===== src/rtl/risc_pkg.sv =====
// Shared iitb_risc definitions: opcodes, instruction field positions, expander states
// and the micro-op encoder used when an LM/SM is broken into single-word accesses.
package risc_pkg;

   localparam logic [3:0] OP_LW = 4'b0100;
   localparam logic [3:0] OP_SW = 4'b0101;
   localparam logic [3:0] OP_LM = 4'b0110;
   localparam logic [3:0] OP_SM = 4'b0111;

   localparam int OPC_HI  = 15;
   localparam int OPC_LO  = 12;
   localparam int RA_HI   = 11;
   localparam int RA_LO   = 9;
   localparam int MASK_HI = 7;
   localparam int MASK_LO = 0;

   typedef enum logic {
      IDLE = 1'b0,
      SEQ  = 1'b1
   } state_t;

   // Address is Ra+offset because memory is word-addressed.
   function automatic logic [15:0] make_uop(input logic       is_sm,
                                            input logic [2:0] rk,
                                            input logic [2:0] ra,
                                            input logic [2:0] offset);
      return {(is_sm ? OP_SW : OP_LW), rk, ra, 3'b000, offset};
   endfunction

endpackage


===== src/rtl/lm_sm_expander_lowbit_sel.sv =====
// Picks the lowest set bit of a register mask: its index, a one-hot vector to clear it,
// and whether it is the only bit left.
module lowbit_sel (
   input  logic [7:0] mask,
   output logic [2:0] idx,
   output logic [7:0] clr,
   output logic       last
);

   // Scanning downward lets the lowest set bit overwrite any higher one.
   always_comb begin
      idx = 3'd0;
      for (int i = 7; i >= 0; i--) begin
         if (mask[i]) idx = 3'(i);
      end
   end

   assign clr  = mask & (~mask + 8'd1);
   assign last = ((mask & ~clr) == 8'd0);

endmodule


===== src/rtl/lm_sm_expander.sv =====
// Decode-side expander: passes ordinary instructions through and turns each LM/SM into
// a run of LW/SW micro-ops, holding fetch off while a run is in progress.
module lm_sm_expander
   import risc_pkg::*;
(
   input  logic        clk,
   input  logic        rst_n,
   input  logic        flush,
   input  logic        in_valid,
   output logic        in_ready,
   input  logic [15:0] in_instr,
   input  logic [15:0] in_pc,
   output logic        out_valid,
   input  logic        out_ready,
   output logic [15:0] out_instr,
   output logic [15:0] out_pc,
   output logic        out_uop,
   output logic        out_last,
   output logic        busy
);

   state_t      state, state_nxt;
   logic [7:0]  rem_mask, rem_mask_nxt;
   logic [2:0]  base, base_nxt;
   logic        op_is_sm, op_is_sm_nxt;
   logic [15:0] seq_pc, seq_pc_nxt;
   logic [2:0]  cnt, cnt_nxt;

   logic        out_valid_nxt, out_uop_nxt, out_last_nxt;
   logic [15:0] out_instr_nxt, out_pc_nxt;

   logic        adv, accept, in_is_multi, in_is_sm;
   logic [3:0]  in_opc;
   logic [2:0]  in_ra;
   logic [7:0]  in_mask, sel_mask, sel_clr;
   logic [2:0]  sel_idx;
   logic        sel_last;

   assign in_opc      = in_instr[OPC_HI:OPC_LO];
   assign in_ra       = in_instr[RA_HI:RA_LO];
   assign in_mask     = in_instr[MASK_HI:MASK_LO];
   assign in_is_multi = (in_opc == OP_LM) || (in_opc == OP_SM);
   assign in_is_sm    = (in_opc == OP_SM);

   assign adv      = !out_valid || out_ready;
   assign in_ready = rst_n && (state == IDLE) && adv && !flush;
   assign accept   = in_valid && in_ready;
   assign busy     = (state == SEQ);

   // One selector serves both the first micro-op (fresh mask) and the rest of the run.
   assign sel_mask = (state == SEQ) ? rem_mask : in_mask;

   lowbit_sel u_lowbit_sel (
      .mask (sel_mask),
      .idx  (sel_idx),
      .clr  (sel_clr),
      .last (sel_last)
   );

   always_ff @(posedge clk) begin
      if (!rst_n) state <= IDLE;
      else        state <= state_nxt;
   end

   always_comb begin
      state_nxt = state;
      if (flush) begin
         state_nxt = IDLE;
      end else begin
         case (state)
            IDLE: if (accept && in_is_multi && (in_mask != 8'd0) && !sel_last) state_nxt = SEQ;
            SEQ:  if (adv && sel_last) state_nxt = IDLE;
            default: state_nxt = IDLE;
         endcase
      end
   end

   always_comb begin
      out_valid_nxt = out_valid;
      out_instr_nxt = out_instr;
      out_pc_nxt    = out_pc;
      out_uop_nxt   = out_uop;
      out_last_nxt  = out_last;
      rem_mask_nxt  = rem_mask;
      base_nxt      = base;
      op_is_sm_nxt  = op_is_sm;
      seq_pc_nxt    = seq_pc;
      cnt_nxt       = cnt;
      if (flush) begin
         out_valid_nxt = 1'b0;
         rem_mask_nxt  = 8'd0;
         cnt_nxt       = 3'd0;
      end else if (state == IDLE) begin
         if (accept) begin
            if (!in_is_multi) begin
               out_valid_nxt = 1'b1;
               out_instr_nxt = in_instr;
               out_pc_nxt    = in_pc;
               out_uop_nxt   = 1'b0;
               out_last_nxt  = 1'b1;
            end else if (in_mask != 8'd0) begin
               out_valid_nxt = 1'b1;
               out_instr_nxt = make_uop(in_is_sm, sel_idx, in_ra, 3'd0);
               out_pc_nxt    = in_pc;
               out_uop_nxt   = 1'b1;
               out_last_nxt  = sel_last;
               rem_mask_nxt  = in_mask & ~sel_clr;
               cnt_nxt       = 3'd1;
               base_nxt      = in_ra;
               op_is_sm_nxt  = in_is_sm;
               seq_pc_nxt    = in_pc;
            end else begin
               out_valid_nxt = 1'b0;
            end
         end else if (adv) begin
            out_valid_nxt = 1'b0;
         end
      end else if (adv) begin
         // cnt wraps to 0 after the eighth micro-op of a full mask.
         out_valid_nxt = 1'b1;
         out_instr_nxt = make_uop(op_is_sm, sel_idx, base, cnt);
         out_pc_nxt    = seq_pc;
         out_uop_nxt   = 1'b1;
         out_last_nxt  = sel_last;
         rem_mask_nxt  = rem_mask & ~sel_clr;
         cnt_nxt       = cnt + 3'd1;
      end
   end

   always_ff @(posedge clk) begin
      if (!rst_n) begin
         out_valid <= 1'b0;
         out_instr <= 16'd0;
         out_pc    <= 16'd0;
         out_uop   <= 1'b0;
         out_last  <= 1'b0;
         rem_mask  <= 8'd0;
         base      <= 3'd0;
         op_is_sm  <= 1'b0;
         seq_pc    <= 16'd0;
         cnt       <= 3'd0;
      end else begin
         out_valid <= out_valid_nxt;
         out_instr <= out_instr_nxt;
         out_pc    <= out_pc_nxt;
         out_uop   <= out_uop_nxt;
         out_last  <= out_last_nxt;
         rem_mask  <= rem_mask_nxt;
         base      <= base_nxt;
         op_is_sm  <= op_is_sm_nxt;
         seq_pc    <= seq_pc_nxt;
         cnt       <= cnt_nxt;
      end
   end

endmodule


===== config.mk =====
export PLATFORM = sky130hd
export DESIGN_NAME = lm_sm_expander
export DESIGN_NICKNAME = d
export VERILOG_FILES = /design/src/rtl/risc_pkg.sv /design/src/rtl/lm_sm_expander_lowbit_sel.sv /design/src/rtl/lm_sm_expander.sv
export SDC_FILE = /design/constraint.sdc
export NUM_CORES = 1
export LEC_CHECK = 0
export CORE_AREA = 2 2 85 87
export CTS_CLUSTER_SIZE = 25
export DETAILED_ROUTE_END_ITERATION = 12
export DIE_AREA = 0 0 87 89
export GPL_TIMING_DRIVEN = 1
export PLACE_DENSITY = 0.87
export SYNTH_ARGS = -nofsm -noshare
export SYNTH_HDL_FRONTEND = slang
export SYNTH_SLANG_ARGS = --single-unit

===== constraint.sdc =====
create_clock -name clk -period 2.08 [get_ports clk]
set_clock_uncertainty 0.2 [all_clocks]
set_input_delay 0.312 -clock clk [delete_from_list [all_inputs] [get_ports clk]]
set_output_delay 0.312 -clock clk [all_outputs]
set_load 0.03 [all_outputs]

# Yosys cells after proc, flatten, opt, wreduce, memory -nomap -nowiden

Index checks and enable logic that the tools add are counted.

Bits in registers: 67
Input bits: 37
Output and inout bits: 37
Logic and storage cells: 99

Add/sub/neg operators: 2
Equality and inequality tests: 4
Multiplexer cells: 49
Bitwise logic cells: 9
Reduce and logical (&&, ||, !) cells: 24

Operators with widths:

| cell                  | count |
|---|---|
| $mux W16              | 10 |
| $mux W8               | 6 |
| $mux W3               | 13 |
| $and A8 B8 Y8         | 4 |
| $mux W1               | 19 |
| $not A8 Y8            | 2 |
| $add A8 B1 Y8 const B | 1 |
| $eq A4 B3 Y1 const B  | 2 |
| $logic_and A1 B1 Y1   | 8 |
| $logic_not A8 Y1      | 1 |
| $reduce_and A4 Y1     | 2 |
| $reduce_bool A2 Y1    | 4 |
| $reduce_bool A8 Y1    | 1 |
| $reduce_and A5 Y1     | 1 |
| $add A3 B1 Y3 const B | 1 |
| $logic_not A1 Y1      | 3 |
| $ne A3 B2 Y1 const B  | 1 |
| $not A1 Y1            | 3 |
| $logic_or A1 B1 Y1    | 2 |
| $ne A2 B1 Y1 const B  | 1 |
| $pmux W1 S2           | 1 |
| $reduce_and A2 Y1     | 1 |
| $reduce_or A2 Y1      | 1 |

# Depth between registers and ports, before layout

Gate-level depths: netlist of the first run.

Depth after elaboration: 13
Gate-level depth with buffers: 8
Gate-level depth less buffers: 5

# Modules after synthesis

From an unflattened synthesis of the first run, not the netlist that was laid out.

Cell total of the unflattened synthesis: 382
Area total of the unflattened synthesis: 3342.0 µm²

Modules (own cells, without submodules):

| module         | instances | cells an instance | area an instance (µm²) | seq. area each (µm²) |
|---|---|---|---|---|
| lm_sm_expander | 1         | 349               | 3150.5                 | 1341.3 |
| lowbit_sel     | 1         | 33                | 191.4                  | 0.0 |

# Worst setup path after synthesis of the first run

No wires, ideal clock.

Path kind: register -> register
Start point: register state, in the netlist busy
End point: register rem_mask[2]
Setup time: 0.059 ns
Arrival time: 2.148 ns
Required time: 1.821 ns
Slack: -0.327 ns
Stages on the path, launching flop included: 7
Path buffers: 2
Period minus slack after synthesis: 2.407 ns
Path through: dfxtp_1 -> buf_2 -> buf_2 -> nor3_1 -> o211ai_1 -> a21oi_1 -> o31a_1

RTL lines:

| element                             | line                  | text |
|---|---|---|
| start: declaration                  | lm_sm_expander.sv:22  | `state_t state, state_nxt;` |
| start signal: assignment            | lm_sm_expander.sv:62  | `else state <= state_nxt;` |
| $not A1 Y1 (no source line)         | --                    |  |
| $logic_and A1 B1 Y1 (3 in series)   | lm_sm_expander.sv:46  | `assign in_ready = rst_n && (state == IDLE) && adv && !flush;` |
| via in_ready                        | lm_sm_expander.sv:10  | `output logic in_ready,` |
| $logic_and A1 B1 Y1                 | lm_sm_expander.sv:47  | `assign accept = in_valid && in_ready;` |
| $reduce_bool A2 Y1 (no source line) | --                    |  |
| $reduce_and A4 Y1 (no source line)  | --                    |  |
| end signal: assignment              | lm_sm_expander.sv:148 | `rem_mask <= rem_mask_nxt;` |
| end: declaration                    | lm_sm_expander.sv:23  | `logic [7:0] rem_mask, rem_mask_nxt;` |

The timed path passes the listed nets, and every way through them passes these cells. The select of a mux whose other input is x is not followed.
A chain may end at the register's enable or synchronous reset.

# Worst setup path after layout of the first run

Start point: register state, in the netlist busy
End point: output port in_ready

Word-level cells in the longest chain between the ends: 4

RTL lines:

| element                           | line |
|---|---|
| $not A1 Y1 (no source line)       | -- |
| $logic_and A1 B1 Y1 (3 in series) | lm_sm_expander.sv:46 |
| end: declaration                  | lm_sm_expander.sv:10 |

No other way between the ends.

==> results.sh, run 1 <==
export IMPL_worstPathRequired_ps=1570
export IMPL_synth_compound_area_frac=0.203
export IMPL_worst_r2r_path_depth=7
export IMPL_die_h_um=89
export IMPL_synth_seq_cells=66
export IMPL_fillers=512
export IMPL_antenna_found_initial=0
export IMPL_grt_pass1_wl_um=13900
export IMPL_clock_path_buffers=2
export IMPL_area_growth_pct=40.7
export IMPL_synth_top_family_by_area="compound AO/OA/AOI/OAI gates"
export IMPL_hp_start="out_instr[4]"
export IMPL_path_max_fanout=18
export IMPL_grt_ovfl_total=0
export IMPL_antenna_cells=0
export IMPL_io_buffer_count=73
export IMPL_ctsRootBufferMaster="clkbuf_8"
export IMPL_syn_area_per_cell_um2=9.35
export IMPL_drc=0
export IMPL_track_usage=0.234
export IMPL_synthesis_nets=391
export IMPL_synth_area_leaders="dfxtp_1 (40%), mux2i_1 (13%), nand2_1 (5.5%)"
export IMPL_fmaxAchievable_mhz=494
export IMPL_reg2reg_slack_ps=120
export IMPL_first_pass_iters=5
export IMPL_synth_cells=353
export IMPL_cp_startpoint="busy"
export IMPL_setup_ws_ps=55.1
export IMPL_hold_viol=0
export IMPL_post_drt_via_cell_ratio=5.59
export IMPL_yosys_cell_types_count=50
export IMPL_end_kind="output port"
export IMPL_vias=3054
export IMPL_path_cells="buf_4 > buf_6 > nor3_4 > buf_6"
export IMPL_yosys_area_top_type="dfxtp_1"
export IMPL_post_route_util=0.692
export IMPL_cap_violations=0
export IMPL_core_um2=6720
export IMPL_nets=499
export IMPL_worst_path_largest_cell_delay_ps=380
export IMPL_die_x_um=87
export IMPL_grt_max_degree=55
export IMPL_netlist_area_leader_share=0.400
export IMPL_synth_edf_count=0
export IMPL_rows=30
export IMPL_irDropWorstVdd_mv=0.501
export IMPL_setup_viol=0
export IMPL_yosys_area_share_simple=0.190
export IMPL_startpoint_type="flip-flop"
export IMPL_dp_slack_ps=-362
export IMPL_grt_pass1_vias=2951
export IMPL_slew_headroom=0.691
export IMPL_min_to="out_instr[4]"
export IMPL_cts_clk_slew_worst_paths_ps=80
export IMPL_tightest_slew_ps=464
export IMPL_yosysWarnings=0
export IMPL_yosysSeqAreaShare=0.400
export IMPL_cts_htree_levels=3
export IMPL_cts_buffers_inserted=9
export IMPL_p_per_area_nw_per_um2=647
export IMPL_worst_path_max_delay_cell="dfxtp_4"
export IMPL_ant_nets=0
export IMPL_maxSlewViolCount=0
export IMPL_synth_async_reset_ratio=0
export IMPL_p_leak_nw=2.05
export IMPL_syn_area_um2=3300
export IMPL_wl_per_cell_um=16.5
export IMPL_cp_common_cell="buf_6"
export IMPL_run_status="finished clean"
export IMPL_synthMuxAreaShare=0.133
export IMPL_synth_fa_ha_area_frac=0.00985
export IMPL_synth_most_common_cell="dfxtp_1"
export IMPL_synthFlopType="dfxtp_1"
export IMPL_cts_sinks=66
export IMPL_crit_arrival_ps=1510
export IMPL_reg2reg_from="busy"
export IMPL_drive_above_1_share=0.187
export IMPL_reg2reg_to="out_instr[10]"
export IMPL_drtIter0Drc=300
export IMPL_multi_input_area_um2=1810
export IMPL_die_area_um2=7740
export IMPL_hpwl_um=6350
export IMPL_cts_tree="done"
export IMPL_path_buf_inv=3
export IMPL_netlist_top_cells_count="dfxtp_1 (66), nand2_1 (48), mux2i_1 (44)"
export IMPL_seqCellArea_um2=1330
export IMPL_routed_wl_um=9020
export IMPL_finalCriticalPeriod_ps=2020
export IMPL_holdPathStages=2
export IMPL_synth_xor_area_share=0
export IMPL_path_class="flip-flop to output port"
export IMPL_clock_latency_ps=340
export IMPL_floorplan_initialDensity=0.491
export IMPL_place_congestion=0.947
export IMPL_pin_count=74
export IMPL_fin_crit_sh=0.974
export IMPL_hold_class="flip-flop to flip-flop"
export IMPL_ctsHoldBuffers=0
export IMPL_crit_family="buffers and inverters"
-- metal layers --
metal / GRT usage / wire length (um) / vias to the layer above
met2: 0.409 / 4550 / 106
met3: 0.0729 / 661 / 17
met5: 0 / 0 / -
met4: 0.104 / 162 / 0
li1: - / - / 1488
met1: 0.262 / 3640 / 1443
-- worst register-to-register path: cells and delay by family (launching register included) --
family                 cells  cell delay (ps)
AOI/OAI and AO/OA          3              310
and+or+nand+nor            2              680
buffers and inverters      2              320
DFF                        1              380
-- repair_timing --
action,CTS,global route
resized for setup,5,13
pin swaps,3,2
gates cloned,0,0
endpoints found under the setup margin,9,40
buffers inserted,0,2
hold endpoints to repair,0,0
-- cell families after synthesis --
logic type                 count (synthesis)
AOI/OAI and AO/OA                         85
adders and majority gates                  3
buffers and inverters                     34
DFF                                       66
muxes                                     44
and+or+nand+nor                          121
-- cell usage in the layout (no fill, tap or decap), drive strengths merged, types with 7 or more instances in the layout --
cell / n
clkbuf: 10
nand3: 11
nor2b: 25
nor3: 7
nor2: 11
o211a: 17
a21oi: 8
clkdlybuf4s50: 63
dfxtp: 66
nand2: 50
buf: 54
o21ai: 16
mux2i: 44
a21boi: 10
-- worst max path at each step --
stage | slack (ps) | depth (start not counted) | endpoint
global placement | -340 | 9 | out_instr[15]
detailed placement | -360 | 9 | out_instr[6]
global route | -20 | 9 | out_instr[7]
CTS | 20 | 9 | out_instr[6]
finish | 60 | 4 | in_ready
floorplan | 7 | 5 | out_last
-- metrics by stage --
stage               setup TNS (ps)  power [mW]  hold WS (ps)  instances  area (um^2)
detailed placement          -18710        1.81           248        528         4360
CTS                              0        3.01           260        544         4590
global placement            -17500        1.80           239        528         4360
global route                 -54.0        3.11           255        546         4650
finish                           0        3.00           255        546         4650
floorplan                        0        1.58           262        353         3310
-- sequential cells by signal, indices dropped and copies added (netlist names) --
register,cells
out_valid,1
base,3
busy,1
rem_mask,7
out_uop,1
seq_pc,16
op_is_sm,1
out_last,1
out_pc,16
cnt,3
out_instr,16
-- cell type report --
cell class,count,area share
multi-input cells,253,0.389
repair buffers,126,0.251
inverters,5,0.00404
flip-flops and latches,66,0.285
clock inverters,6,0.0194
well taps,80,0.0215
clock buffers,10,0.0296
-- power by group --
group / internal, mW / total (mW) / leakage (nW) / switching [mW]
Clock: 0.709 / 1.22 / 0.112 / 0.510
Sequential: 1.30 / 1.32 / 0.536 / 0.0212
Combinational: 0.231 / 0.467 / 1.40 / 0.235
Total: 2.24 / 3.00 / 2.05 / 0.767
Power figures use the tool's default switching activity.
==> run 2, diff against run 1 <==
- CORE_AREA: 2 2 85 87 -> 2 2 82 84
- CTS_CLUSTER_SIZE: 25 -> 20
- DIE_AREA: 0 0 87 89 -> 0 0 84 86
- PLACE_DENSITY: 0.87 -> 0.92
- clock period: 2.08 -> 2.5 ns (I/O delays scaled with it)
==> run 2 against run 1 <==
  * Wire length shrank 6.0%
  * Worst hold slack lost 2.9 ps
  * Setup slack gained 50 ps
  * Largest power group unchanged
  * Global-route usage grew 1.2 points
  * Cell count shrank 4.0%
  * Core utilization grew 2.0 points
==> results.sh, run 2 (same netlist as run 1, synthesis figures left out) <==
export IMPL_cts_clk_slew_worst_paths_ps=80
export IMPL_reg_top3="out_instr (16), out_pc (16), seq_pc (16)"
export IMPL_irDropWorstVdd_mv=0.410
export IMPL_ant_nets=0
export IMPL_run_status="finished clean"
export IMPL_p_per_area_nw_per_um2=558
export IMPL_hp_start="out_instr[14]"
export IMPL_area_growth_pct=35.4
export IMPL_end_kind="output port"
export IMPL_first_pass_iters=4
export IMPL_cts_sinks=66
export IMPL_finalCriticalPeriod_ps=2390
export IMPL_grt_use_met1=0.298
export IMPL_post_drt_via_cell_ratio=5.76
export IMPL_die_x_um=84
export IMPL_wl_per_cell_um=16.2
export IMPL_reg2reg_from="busy"
export IMPL_drc=0
export IMPL_pin_count=74
export IMPL_rows=29
export IMPL_antenna_found_initial=0
export IMPL_grt_max_degree=56
export IMPL_worst_r2r_path_depth=5
export IMPL_slew_headroom=0.620
export IMPL_floorplan_initialDensity=0.526
export IMPL_vias=3016
export IMPL_min_to="out_instr[14]"
export IMPL_p_leak_nw=1.90
export IMPL_ctsResizeCount=0
export IMPL_final_common_cell="clkdlybuf4s50_1"
export IMPL_ctsRootBufferMaster="clkbuf_8"
export IMPL_grtUsageMet3=0.0703
export IMPL_core_um2=6280
export IMPL_reg2reg_to="out_last"
export IMPL_tightest_slew_ps=566
export IMPL_hold_class="flip-flop to flip-flop"
export IMPL_reg2reg_slack_ps=170
export IMPL_grt_pass1_wl_um=14100
export IMPL_postLayoutCellArea_um2=4470
export IMPL_path_max_fanout=19
export IMPL_io_buffer_count=73
export IMPL_worstPathRequired_ps=1920
export IMPL_clock_latency_ps=350
export IMPL_drive_above_1_share=0.136
export IMPL_drtIter0Drc=231
export IMPL_routed_wl_um=8480
export IMPL_ctsHoldBuffers=0
export IMPL_dpl_cell_area_um2=4240
export IMPL_hold_viol=0
export IMPL_fin_hold_ws_ps=252
export IMPL_place_congestion=0.923
export IMPL_nets=480
export IMPL_cts_tree="done"
export IMPL_track_usage=0.246
export IMPL_rsz0062_at_grt="no"
export IMPL_hpwl_um=6130
export IMPL_cts_setup_buffers=0
export IMPL_fin_crit_sh=0.958
export IMPL_antenna_cells=0
export IMPL_fmaxAchievable_mhz=418
export IMPL_die_h_um=86
export IMPL_holdPathStages=2
export IMPL_setup_viol=0
export IMPL_grt_ovfl_total=0
export IMPL_path_class="flip-flop to output port"
export IMPL_crit_arrival_ps=1820
export IMPL_grt_pass1_vias=3030
export IMPL_cts_htree_levels=3
export IMPL_startpoint_type="flip-flop"
export IMPL_clock_path_buffers=2
export IMPL_cap_violations=0
export IMPL_use_met2=0.419
export IMPL_cts_buffers_inserted=9
export IMPL_final_cell_mix="clkdlybuf4s50_1 (72), dfxtp_1 (65), nand2_1 (48), mux2i_1 (44), buf_4 (31)"
export IMPL_maxSlewViolCount=0
export IMPL_top_usage_layer="met2"
export IMPL_die_area_um2=7220
run 2: stage by stage:
| stage | setup TNS, ps | worst slack (ps) | cells | power (mW) | utilization |
|---|---|---|---|---|---|
| 2_1_floorplan | 0 | 93.2 | 353 | 1.31 | - |
| 3_3_place_gp | -188 | -107 | 508 | 1.48 | 0.676 |
| 3_5_place_dp | -222 | -120 | 508 | 1.49 | 0.676 |
| 4_1_cts | 0 | 102 | 524 | 2.51 | 0.712 |
| 5_1_grt | 0 | 43.0 | 524 | 2.59 | 0.712 |
| 6_report | 0 | 105 | 524 | 2.50 | 0.712 |
run 2: worst max path at each step:
stage / from / end / cells past startpoint
after global routing: busy / busy / 2
after CTS: busy / busy / 2
after floorplan: busy / rem_mask[2] / 6
after detailed placement: in_instr[4] / out_last / 7
after global placement: in_instr[4] / out_last / 7
final: busy / busy / 2
run 2: final cells by class:
type,count,area (um^2)
clock buffer,11,141
tap,77,96.3
fill,470,1810
timing repair buffer,107,1030
inverter,5,18.8
multi-input combinational,253,1770
clock inverter,5,85.1
sequential,66,1320
run 2: layer usage:
metal | vias to the layer above | share of wire
met5 | - | 0
met4 | 0 | 0.022
met3 | 20 | 0.065
met2 | 116 | 0.47
met1 | 1428 | 0.44
li1 | 1452 | -
run 2: critical path: stages, from the launching register on:
cell	delay [ps]
dfxtp_2	550
buf_4	230
clkdlybuf4s50_1	690
run 2: power by group:
group / total, mW / switching (mW) / leakage [nW] / internal (mW)
Clock: 1.03 / 0.436 / 0.110 / 0.594
Combinational: 0.368 / 0.187 / 1.25 / 0.181
Sequential: 1.10 / 0.0166 / 0.536 / 1.08
Total: 2.50 / 0.640 / 1.90 / 1.86
